<file path="config.mk">
export PLATFORM = sky130hd
export DESIGN_NAME = dpram_fifo_ctrl
export DESIGN_NICKNAME = d
export VERILOG_FILES = /design/src/rtl/fifo_pkg.sv /design/src/rtl/out_skid2.sv /design/src/rtl/dpram_fifo_ctrl.sv
export SDC_FILE = /design/constraint.sdc
export NUM_CORES = 1
export LEC_CHECK = 0
export BUFFER_PORTS_ARGS = -buffer_cell sky130_fd_sc_hd__buf_2
export CORE_UTILIZATION = 23
export DETAILED_ROUTE_END_ITERATION = 10
export GPL_ROUTABILITY_DRIVEN = 0
export SLEW_MARGIN = 20
export SYNTH_ARGS = -nofsm -noshare
export SYNTH_HDL_FRONTEND = slang
export SYNTH_SLANG_ARGS = --single-unit
export TNS_END_PERCENT = 5
</file>
<file path="constraint.sdc">
create_clock -name CLK -period 4.2 [get_ports CLK]
set_input_delay 0.21 -clock CLK [delete_from_list [all_inputs] [get_ports CLK]]
set_output_delay 0.21 -clock CLK [all_outputs]
set_load 0.005 [all_outputs]
</file>
<file path="src/rtl/fifo_pkg.sv">
// Shared defaults and output-buffer state encoding for the dual-port-RAM stream FIFO.
// The encoding equals the number of words held, so the buffer count is the state itself.
package fifo_pkg;
  localparam int DW    = 8;
  localparam int AW    = 5;
  localparam int DEPTH = 32;

  typedef enum logic [1:0] {
    EMPTY = 2'd0,
    ONE   = 2'd1,
    TWO   = 2'd2
  } buf_state_e;
endpackage

</file>
<file path="src/rtl/out_skid2.sv">
// 2-entry head/tail output buffer; 0-cycle load-to-head when empty or head pops without a tail.
// No internal backpressure: the parent only loads when a slot is guaranteed free.
module out_skid2 import fifo_pkg::*; #(
  parameter int DW = fifo_pkg::DW
) (
  input  logic          i_clk,
  input  logic          i_rst_n,
  input  logic          i_load,
  input  logic [DW-1:0] i_load_dat,
  input  logic          i_pop,
  output logic [1:0]    o_cnt,
  output logic          o_vld,
  output logic [DW-1:0] o_dat
);
  buf_state_e    r_state, w_state_nxt;
  logic [DW-1:0] r_head, r_tail, w_head_nxt, w_tail_nxt;

  always_ff @(posedge i_clk or negedge i_rst_n) begin
    if (!i_rst_n) begin
      r_state <= EMPTY;
      r_head  <= '0;
      r_tail  <= '0;
    end else begin
      r_state <= w_state_nxt;
      r_head  <= w_head_nxt;
      r_tail  <= w_tail_nxt;
    end
  end

  always_comb begin
    w_state_nxt = r_state;
    w_head_nxt  = r_head;
    w_tail_nxt  = r_tail;
    case (r_state)
      EMPTY: begin
        if (i_load) begin
          w_head_nxt  = i_load_dat;
          w_state_nxt = ONE;
        end
      end
      ONE: begin
        case ({i_load, i_pop})
          2'b11: w_head_nxt = i_load_dat;
          2'b01: w_state_nxt = EMPTY;
          2'b10: begin
            w_tail_nxt  = i_load_dat;
            w_state_nxt = TWO;
          end
          default: ;
        endcase
      end
      TWO: begin
        // A load into a full buffer without a pop cannot occur: issue is gated on free space.
        if (i_pop) begin
          w_head_nxt = r_tail;
          if (i_load) w_tail_nxt = i_load_dat;
          else        w_state_nxt = ONE;
        end
      end
      default: w_state_nxt = EMPTY;
    endcase
  end

  assign o_cnt = r_state;
  assign o_vld = (r_state != EMPTY);
  assign o_dat = r_head;
endmodule

</file>
<file path="src/rtl/dpram_fifo_ctrl.sv">
// Valid/ready FIFO over a 32x8 registered-read RAM; empty-to-output latency 3 cycles, then 1 word/cycle.
// IN_READY drops when the RAM holds DEPTH words; OUT_DATA holds while OUT_VALID & !OUT_READY.
module dpram_fifo_ctrl import fifo_pkg::*; #(
  parameter int DW       = fifo_pkg::DW,
  parameter int AW       = fifo_pkg::AW,
  parameter int DEPTH    = fifo_pkg::DEPTH,
  parameter int AF_LEVEL = 28
) (
  input  logic          CLK,
  input  logic          RSTN,
  input  logic          IN_VALID,
  output logic          IN_READY,
  input  logic [DW-1:0] IN_DATA,
  output logic          OUT_VALID,
  input  logic          OUT_READY,
  output logic [DW-1:0] OUT_DATA,
  output logic [AW:0]   COUNT,
  output logic          ALMOST_FULL,
  output logic          WENA,
  output logic [AW-1:0] AA,
  output logic [DW-1:0] DA,
  output logic          WENB,
  output logic [AW-1:0] AB,
  input  logic [DW-1:0] QB
);
  localparam logic [AW:0] C_DEPTH = (AW+1)'(DEPTH);
  localparam logic [AW:0] C_AF    = (AW+1)'(AF_LEVEL);

  logic [AW-1:0] r_wr_ptr, r_rd_ptr;
  logic [AW:0]   r_ram_cnt;
  logic          r_inflight;
  logic          w_push, w_pop, w_issue;
  logic [1:0]    w_buf_cnt;
  logic [2:0]    w_occ;

  assign IN_READY = RSTN & (r_ram_cnt != C_DEPTH);
  assign w_push   = IN_VALID & IN_READY;
  assign w_pop    = OUT_VALID & OUT_READY;

  // Buffer slots still claimed after this cycle's pop; a read may issue only into a free one.
  assign w_occ   = {1'b0, w_buf_cnt} + {2'b00, r_inflight} - {2'b00, w_pop};
  assign w_issue = (r_ram_cnt != '0) & (w_occ < 3'd2);

  assign WENA = w_push;
  assign AA   = r_wr_ptr;
  assign DA   = RSTN ? IN_DATA : '0;
  assign WENB = 1'b0;
  assign AB   = r_rd_ptr;

  always_ff @(posedge CLK or negedge RSTN) begin
    if (!RSTN) begin
      r_wr_ptr   <= '0;
      r_rd_ptr   <= '0;
      r_ram_cnt  <= '0;
      r_inflight <= 1'b0;
    end else begin
      if (w_push)  r_wr_ptr <= r_wr_ptr + 1'b1;
      if (w_issue) r_rd_ptr <= r_rd_ptr + 1'b1;
      r_inflight <= w_issue;
      case ({w_push, w_issue})
        2'b10:   r_ram_cnt <= r_ram_cnt + 1'b1;
        2'b01:   r_ram_cnt <= r_ram_cnt - 1'b1;
        default: r_ram_cnt <= r_ram_cnt;
      endcase
    end
  end

  assign COUNT       = r_ram_cnt + (AW+1)'(r_inflight) + (AW+1)'(w_buf_cnt);
  assign ALMOST_FULL = (COUNT >= C_AF);

  out_skid2 #(.DW(DW)) u_out_skid2 (
    .i_clk      (CLK),
    .i_rst_n    (RSTN),
    .i_load     (r_inflight),
    .i_load_dat (QB),
    .i_pop      (w_pop),
    .o_cnt      (w_buf_cnt),
    .o_vld      (OUT_VALID),
    .o_dat      (OUT_DATA)
  );
endmodule

</file>
==> results of run 1 <==
-- sequential cells by signal (all words and copies together), names as in the netlist --
register / cells
AA: 5
AB: 5
r_inflight: 1
r_ram_cnt: 6
u_out_skid2.o_cnt: 2
u_out_skid2.o_dat: 8
u_out_skid2.r_tail: 8
-- metrics by stage --
step	cell area (um2)	util	hold slack (ns)
after floorplan	2070	-	-0.0856
after global placement	2450	0.280	0.344
after detailed placement	2450	0.280	0.346
after CTS	2550	0.292	0.0336
after global routing	2560	0.293	0.0518
final	2560	0.293	0.00253
-- critical path: stages, from the launching register on --
cell and delay [ns]:
dfrtp_1 0.50, inv_1 0.15, nor2_1 0.12, o21ai_0 0.09, fa_1 0.43, xnor2_1 0.26
o311ai_4 0.18, inv_1 0.11, ha_1 0.32, ha_1 0.30, a211oi_1 0.26, nor2_1 0.12
a21bo_2 0.20, a2111oi_0 0.32
-- per-layer routing --
metal	wire length (um)	part of all wire	global-route usage
met5	0	0	0
met4	46	0.011	0.0310
met3	192	0.044	0.0289
met2	2090	0.48	0.157
met1	2040	0.47	0.127
-- cell families after synthesis --
group                    synth area share
XOR/XNOR                           0.0719
multiplexers                        0.105
other                             0.00181
adder cells (fa/ha/maj)            0.0931
AND/OR/NAND/NOR                     0.130
flip-flops                          0.423
AO/OA/AOI/OAI                       0.128
buffers and inverters              0.0477
-- Yosys cell counts (2+ instances only) --
cell       count  share of area
nand2_1        8          0.015
clkbuf_1       3         0.0054
ha_1           9          0.054
nor3_1         3         0.0072
xnor2_1        8          0.034
xor2_1         9          0.038
mux2_2         9          0.049
dfrtp_1       35           0.42
o21ai_0        5          0.012
fa_1           4          0.039
a21oi_1       12          0.029
nor2_1        13          0.024
buf_2          4         0.0097
inv_1         13          0.024
mux2i_1       10          0.048
nand3_1        3         0.0072
nand4_1        2         0.0060
o2bb2ai_1      2         0.0085
nor2b_1        6          0.018
and2_1         8          0.024
nor3b_1        2         0.0072
o211ai_1       3          0.011
-- area by class of cell --
class	instances	share of cell area
clock buffers	7	0.0377
clock inverters	1	0.00294
inverters	13	0.0191
multi-input cells	138	0.431
flip-flops and latches	35	0.343
well taps	108	0.0529
repair buffers	57	0.114
-- report_power, final --
part	internal [W]	leakage, nW	switching (W)	total (W)
Clock	0.000149	0.0505	0.000129	0.000278
Combinational	0.000744	0.709	0.000778	0.00152
Sequential	0.000531	0.409	0.000180	0.000711
-- worst paths after layout --
kind,startpoint,endpoint,slack [ns],cells past startpoint
max,u_out_skid2.o_cnt[0],r_ram_cnt[5],0.70,13
min,RSTN,r_ram_cnt[4],0.003,2
max reg2reg,u_out_skid2.o_cnt[0],r_ram_cnt[5],0.70,13
min reg2reg,AA[4],AA[4],0.47,1
max in group asynchronous,RSTN,AA[4],3.82,2
min in group CLK,QB[5],u_out_skid2.r_tail[5],0.17,2
==> flow_metrics.py, run 1 <==
metrics = {
    "clocking": {
        "cts_setup_buffers": 0,
        "cts.repair.resized": 0,
        "cts_buffer_depth": 2,
        "cts_hold_buf": 0,
        "clock-sinks": 35,
        "insertion_delay_ns": 0.28,
        "clk_pin_slew_ns": 0.08,
        "htreeDepth": 2,
        "cts_tree": "yes",
        "numCtsBuffers": 5,
        "cts-root-buf": "clkbuf_8",
    },
    "global_routing": {
        "grt-ovfl-total": 0,
        "antenna_found_initial": 0,
        "grt_max_degree": 45,
        "grt_pass1_vias": 1556,
        "grt_pass1_wl_mm": 7.45,
        "grtUsageTotal": 0.0980,
    },
    "cells_and_area": {
        "n_antenna_cell": 0,
        "final_nets": 283,
        "finalNonFillerCells": 359,
        "drive_above_1_share": 0.327,
        "multi_input_comb_area_um2": 1100,
        "regArea_um2": 876,
        "syn2layout_area_growth_pct": 23.4,
        "fill_cells": 929,
        "final_common_cell": "buf_2",
        "layout_common_cells": "buf_2 (55), dfrtp_1 (35), inv_1 (13), nor2_1 (13), a21oi_1 (12)",
    },
    "sta": {
        "drv_slew": 0,
        "maxSlewHeadroom": 0.357,
        "rsz0062_at_grt": "no",
        "setup_viol_count_final": 0,
        "hold_viol": 0,
        "fin_skew_ns": 0.00273,
        "final.setup.tns_ns": 0,
        "setup_ws_ns": 0.702,
        "timing.final.crit_share": 0.833,
        "fmax_mhz": 286,
        "fin_crit_ns": 3.50,
        "tightest_slew_ns": 0.962,
    },
    "worst_setup_path": {
        "worst_ep_arrival_time_ns": 3.66,
        "critPathLaunchType": "register",
        "critPathCaptureType": "register",
        "path_class": "reg -> reg",
        "cp_max_fo": 8,
        "worst_ep_required_time_ns": 4.36,
    },
    "die": {
        "ios": 57,
        "die_x_um": 96.9,
        "fp-row-count": 34,
        "die_area_um2": 9390,
        "die_h_um": 96.9,
        "core_um2": 8720,
        "initial_core_util": 0.237,
    },
    "place": {
        "dp.cells": 351,
        "io_buffers": 55,
        "place_ws_ns": 0.740,
        "place_hpwl_mm": 3.28,
    },
    "yosys": {
        "synth-edff-count": 0,
        "synthArstFlopShare": 1.00,
        "synth_cells": 195,
        "syn_avg_cell_area_um2": 10.6,
        "synth.distinct_cells": 46,
        "ys_seq_area_frac": 0.423,
        "synth_area_um2": 2070,
        "syn_nets": 228,
        "ys.flop_type": "dfrtp_1",
        "ys_warn_count": 0,
        "ys_seq_elements": 35,
    },
    "routing": {
        "route.detailed.drc": 0,
        "drtPass1Iterations": 4,
        "via_count": 1579,
        "drtIter0Drc": 46,
        "vias_per_cell": 4.40,
        "wl_mm": 4.36,
        "ant_nets": 0,
        "wl_per_cell_um": 12.1,
    },
    "pwr": {
        "irDropWorstVdd_uv": 390,
        "p_total_w": 0.00251,
        "pwr_density_cell_nw_per_um2": 982,
        "p_leak_nw": 1.17,
    },
    "min_path": {
        "hold_path.class": "in -> async",
    },
    "outcome": {
        "status": "complete, no violations",
    },
    "run": {
        "maxCapViolations": 0,
    },
}
No activity file was read; power rests on OpenSTA's default activity.
==> run 2: changes to the inputs <==
--- a/config.mk
+++ b/config.mk
@@ -5,6 +5,7 @@
 export SDC_FILE = /design/constraint.sdc
 export NUM_CORES = 1
 export LEC_CHECK = 0
+export ABC_AREA = 1
 export BUFFER_PORTS_ARGS = -buffer_cell sky130_fd_sc_hd__buf_2
 export CORE_UTILIZATION = 23
 export DETAILED_ROUTE_END_ITERATION = 10
==> constraint.sdc (replaced) <==
create_clock -name CLK -period 2.9 [get_ports CLK]
set_input_delay 0.145 -clock CLK [delete_from_list [all_inputs] [get_ports CLK]]
set_output_delay 0.145 -clock CLK [all_outputs]
set_load 0.005 [all_outputs]
==> flow_metrics.py, run 2 <==
metrics = {
    "outcome": {
        "status": "complete, no violations",
    },
    "worst_setup_path": {
        "critPathLaunchType": "register",
        "critPathLaunch": "u_out_skid2.o_cnt[0]",
        "cp_common_cell": "nand2_2",
        "slowest_stage": "fa_1",
        "path_class": "reg -> reg",
        "path_cells": "inv_2, nand2_4, nor2_4, inv_2, nand2_2, nand2_2, fa_1, o21ai_1, a21oi_1, nand2_2, inv_2, ha_4, inv_2, fa_2, inv_2, nand2_2, nand2_2, nand2_2, nand3_2, nand2_1, nor2_1, nor2_1",
        "rr_startpoint": "u_out_skid2.o_cnt[0]",
        "worst_ep_required_time_ns": 3.07,
        "cp_max_fo": 4,
        "worst_ep_arrival_time_ns": 2.97,
        "critPathCaptureType": "register",
        "max_stage_delay_ns": 0.47,
        "rrSetupSlack_ns": 0.10,
    },
    "clocking": {
        "cts-root-buf": "clkbuf_8",
        "cts_buffer_depth": 2,
        "cts_hold_buf": 0,
        "clk_pin_slew_ns": 0.08,
        "cts_tree": "yes",
        "numCtsBuffers": 5,
        "htreeDepth": 2,
        "insertion_delay_ns": 0.29,
        "clock-sinks": 35,
    },
    "cells_and_area": {
        "n_antenna_cell": 0,
        "final_nets": 374,
        "finalNonFillerCells": 450,
        "fill_cells": 958,
        "fin_util": 0.308,
        "final_common_cell": "nand2_1",
        "drive_above_1_share": 0.287,
        "layout_common_cells": "nand2_1 (79), buf_2 (55), inv_1 (46)",
        "syn2layout_area_growth_pct": 28.0,
    },
    "global_routing": {
        "grt-ovfl-total": 0,
        "grtUsageTotal": 0.100,
        "grt_max_degree": 45,
        "grt_pass1_vias": 1755,
        "grt_pass1_wl_mm": 7.86,
        "antenna_found_initial": 0,
    },
    "routing": {
        "wl_per_cell_um": 10.3,
        "via_count": 1874,
        "route.detailed.drc": 0,
        "met3RoutedLength_um": 310,
        "drtIter0Drc": 62,
        "drtPass1Iterations": 6,
        "topRoutingLayerUsed": "met4",
        "route.met2.wl_mm": 2.23,
        "ant_nets": 0,
        "vias_per_cell": 4.16,
        "wl_mm": 4.62,
        "wl_met1_mm": 2.04,
    },
    "die": {
        "ios": 57,
        "core_um2": 8850,
        "initial_core_util": 0.241,
        "die_h_um": 98.2,
        "die_x_um": 98.2,
        "die_area_um2": 9650,
        "fp-row-count": 34,
    },
    "yosys": {
        "synthMuxAreaShare": 0,
        "synth_simple_gate_area_share": 0.239,
        "synth_area_leaders": "dfrtp_1 (41%), nand2_1 (15%), inv_1 (8.6%)",
        "synthAdderAreaFrac": 0.0905,
        "synthArstFlopShare": 1.00,
        "ys_seq_area_frac": 0.411,
        "ys_seq_elements": 35,
        "synth_common_cells": "nand2_1 (86), inv_1 (49), dfrtp_1 (35), o21ai_0 (28), nand3_1 (20)",
        "syn_nets": 308,
        "synth_compound_area_frac": 0.0993,
        "yosysTopAreaCellShare": 0.411,
        "synth_area_um2": 2130,
        "synth.distinct_cells": 24,
        "ys.flop_type": "dfrtp_1",
        "synth_cells": 275,
        "synth-edff-count": 0,
        "post-synth-top-count-cell": "nand2_1",
        "synth_top_family_by_area": "simple AND/OR/NAND/NOR gates",
        "ys_warn_count": 0,
        "syn_avg_cell_area_um2": 7.74,
        "yosysTopAreaCell": "dfrtp_1",
        "synth_xor_area_frac": 0.0494,
    },
    "place": {
        "place_hpwl_mm": 3.44,
        "dp.cells": 439,
        "io_buffers": 55,
    },
    "pwr": {
        "p_leak_nw": 1.52,
        "p_total_w": 0.00333,
        "pwr_density_cell_nw_per_um2": 1220,
        "irDropWorstVdd_uv": 423,
    },
    "run": {
        "maxCapViolations": 0,
    },
    "sta": {
        "fin_crit_ns": 2.80,
        "drv_slew": 0,
        "hold_viol": 0,
        "fin_skew_ns": 0.00783,
        "fmax_mhz": 358,
        "maxSlewHeadroom": 0.623,
        "tightest_slew_ns": 0.566,
        "rsz0062_at_grt": "yes",
        "timing.final.crit_share": 0.964,
        "setup_viol_count_final": 0,
    },
    "min_path": {
        "hold_path.class": "in -> async",
    },
}
run 2: changes by cell type after synthesis, moves of 8 or more:
cell and change:
mux2_2 -9, inv_1 +36, mux2i_1 -10, o21ai_0 +23
a21oi_1 -8, nand2_1 +78, and2_1 -8, nand3_1 +17
run 2: worst max-delay path, delay by kind of cell (launching register included):
kind	cells	cell delay, ns
AO/OA/AOI/OAI	2	0.21
adder cells (fa/ha/maj)	3	0.97
flip-flops	1	0.39
AND/OR/NAND/NOR	12	0.81
buffers and inverters	5	0.31
run 2: repair_timing:
item                                    CTS  global route
buffers inserted                          0             3
endpoints found under the setup margin    0             2
gates resized for setup                   0            13
run 2: final cells by class:
type                    instances  area [um2]  share of cell area
well taps                     108         135              0.0496
flip-flops and latches         35         877               0.322
inverters                      51         191              0.0702
clock inverters                 1        7.51             0.00275
clock buffers                   7        96.3              0.0353
repair buffers                 65         350               0.128
multi-input cells             183        1070               0.392
run 2: cells by family after synthesis:
kind of cell	Yosys count
buffers and inverters	57
adder cells (fa/ha/maj)	13
AO/OA/AOI/OAI	37
other	1
XOR/XNOR	12
AND/OR/NAND/NOR	120
flip-flops	35
run 2: per-stage QoR:
stage                     setup WS, ns  hold WS, ns  cell area, um2  TNS, ns
after floorplan                 0.0406       -0.151            2150        0
after CTS                       0.0232       0.0389            2670        0
after global routing           -0.0672       0.0650            2730   -0.110
after global placement           0.122        0.358            2570        0
after detailed placement        0.0503        0.357            2570        0
final                            0.103       0.0133            2730        0
run 2: report_power, final:
group / total (W) / internal, W / switching [W]
Sequential: 0.000945 / 0.000740 / 0.000205
Clock: 0.000402 / 0.000216 / 0.000185
Combinational: 0.00198 / 0.000876 / 0.00111
run 2: worst paths after layout:
kind	end	cells after the start
max reg2reg	r_ram_cnt[4]	22
min in group CLK	u_out_skid2.r_tail[3]	3
max	r_ram_cnt[4]	22
max in group asynchronous	u_out_skid2.o_cnt[1]	2
min	u_out_skid2.o_dat[3]	2
min reg2reg	AA[4]	2
run 2: layer usage:
metal	global-route usage	up-vias
met5	0	-
met4	0.0333	0
met3	0.0272	7
met2	0.173	55
met1	0.121	828
li1	-	984
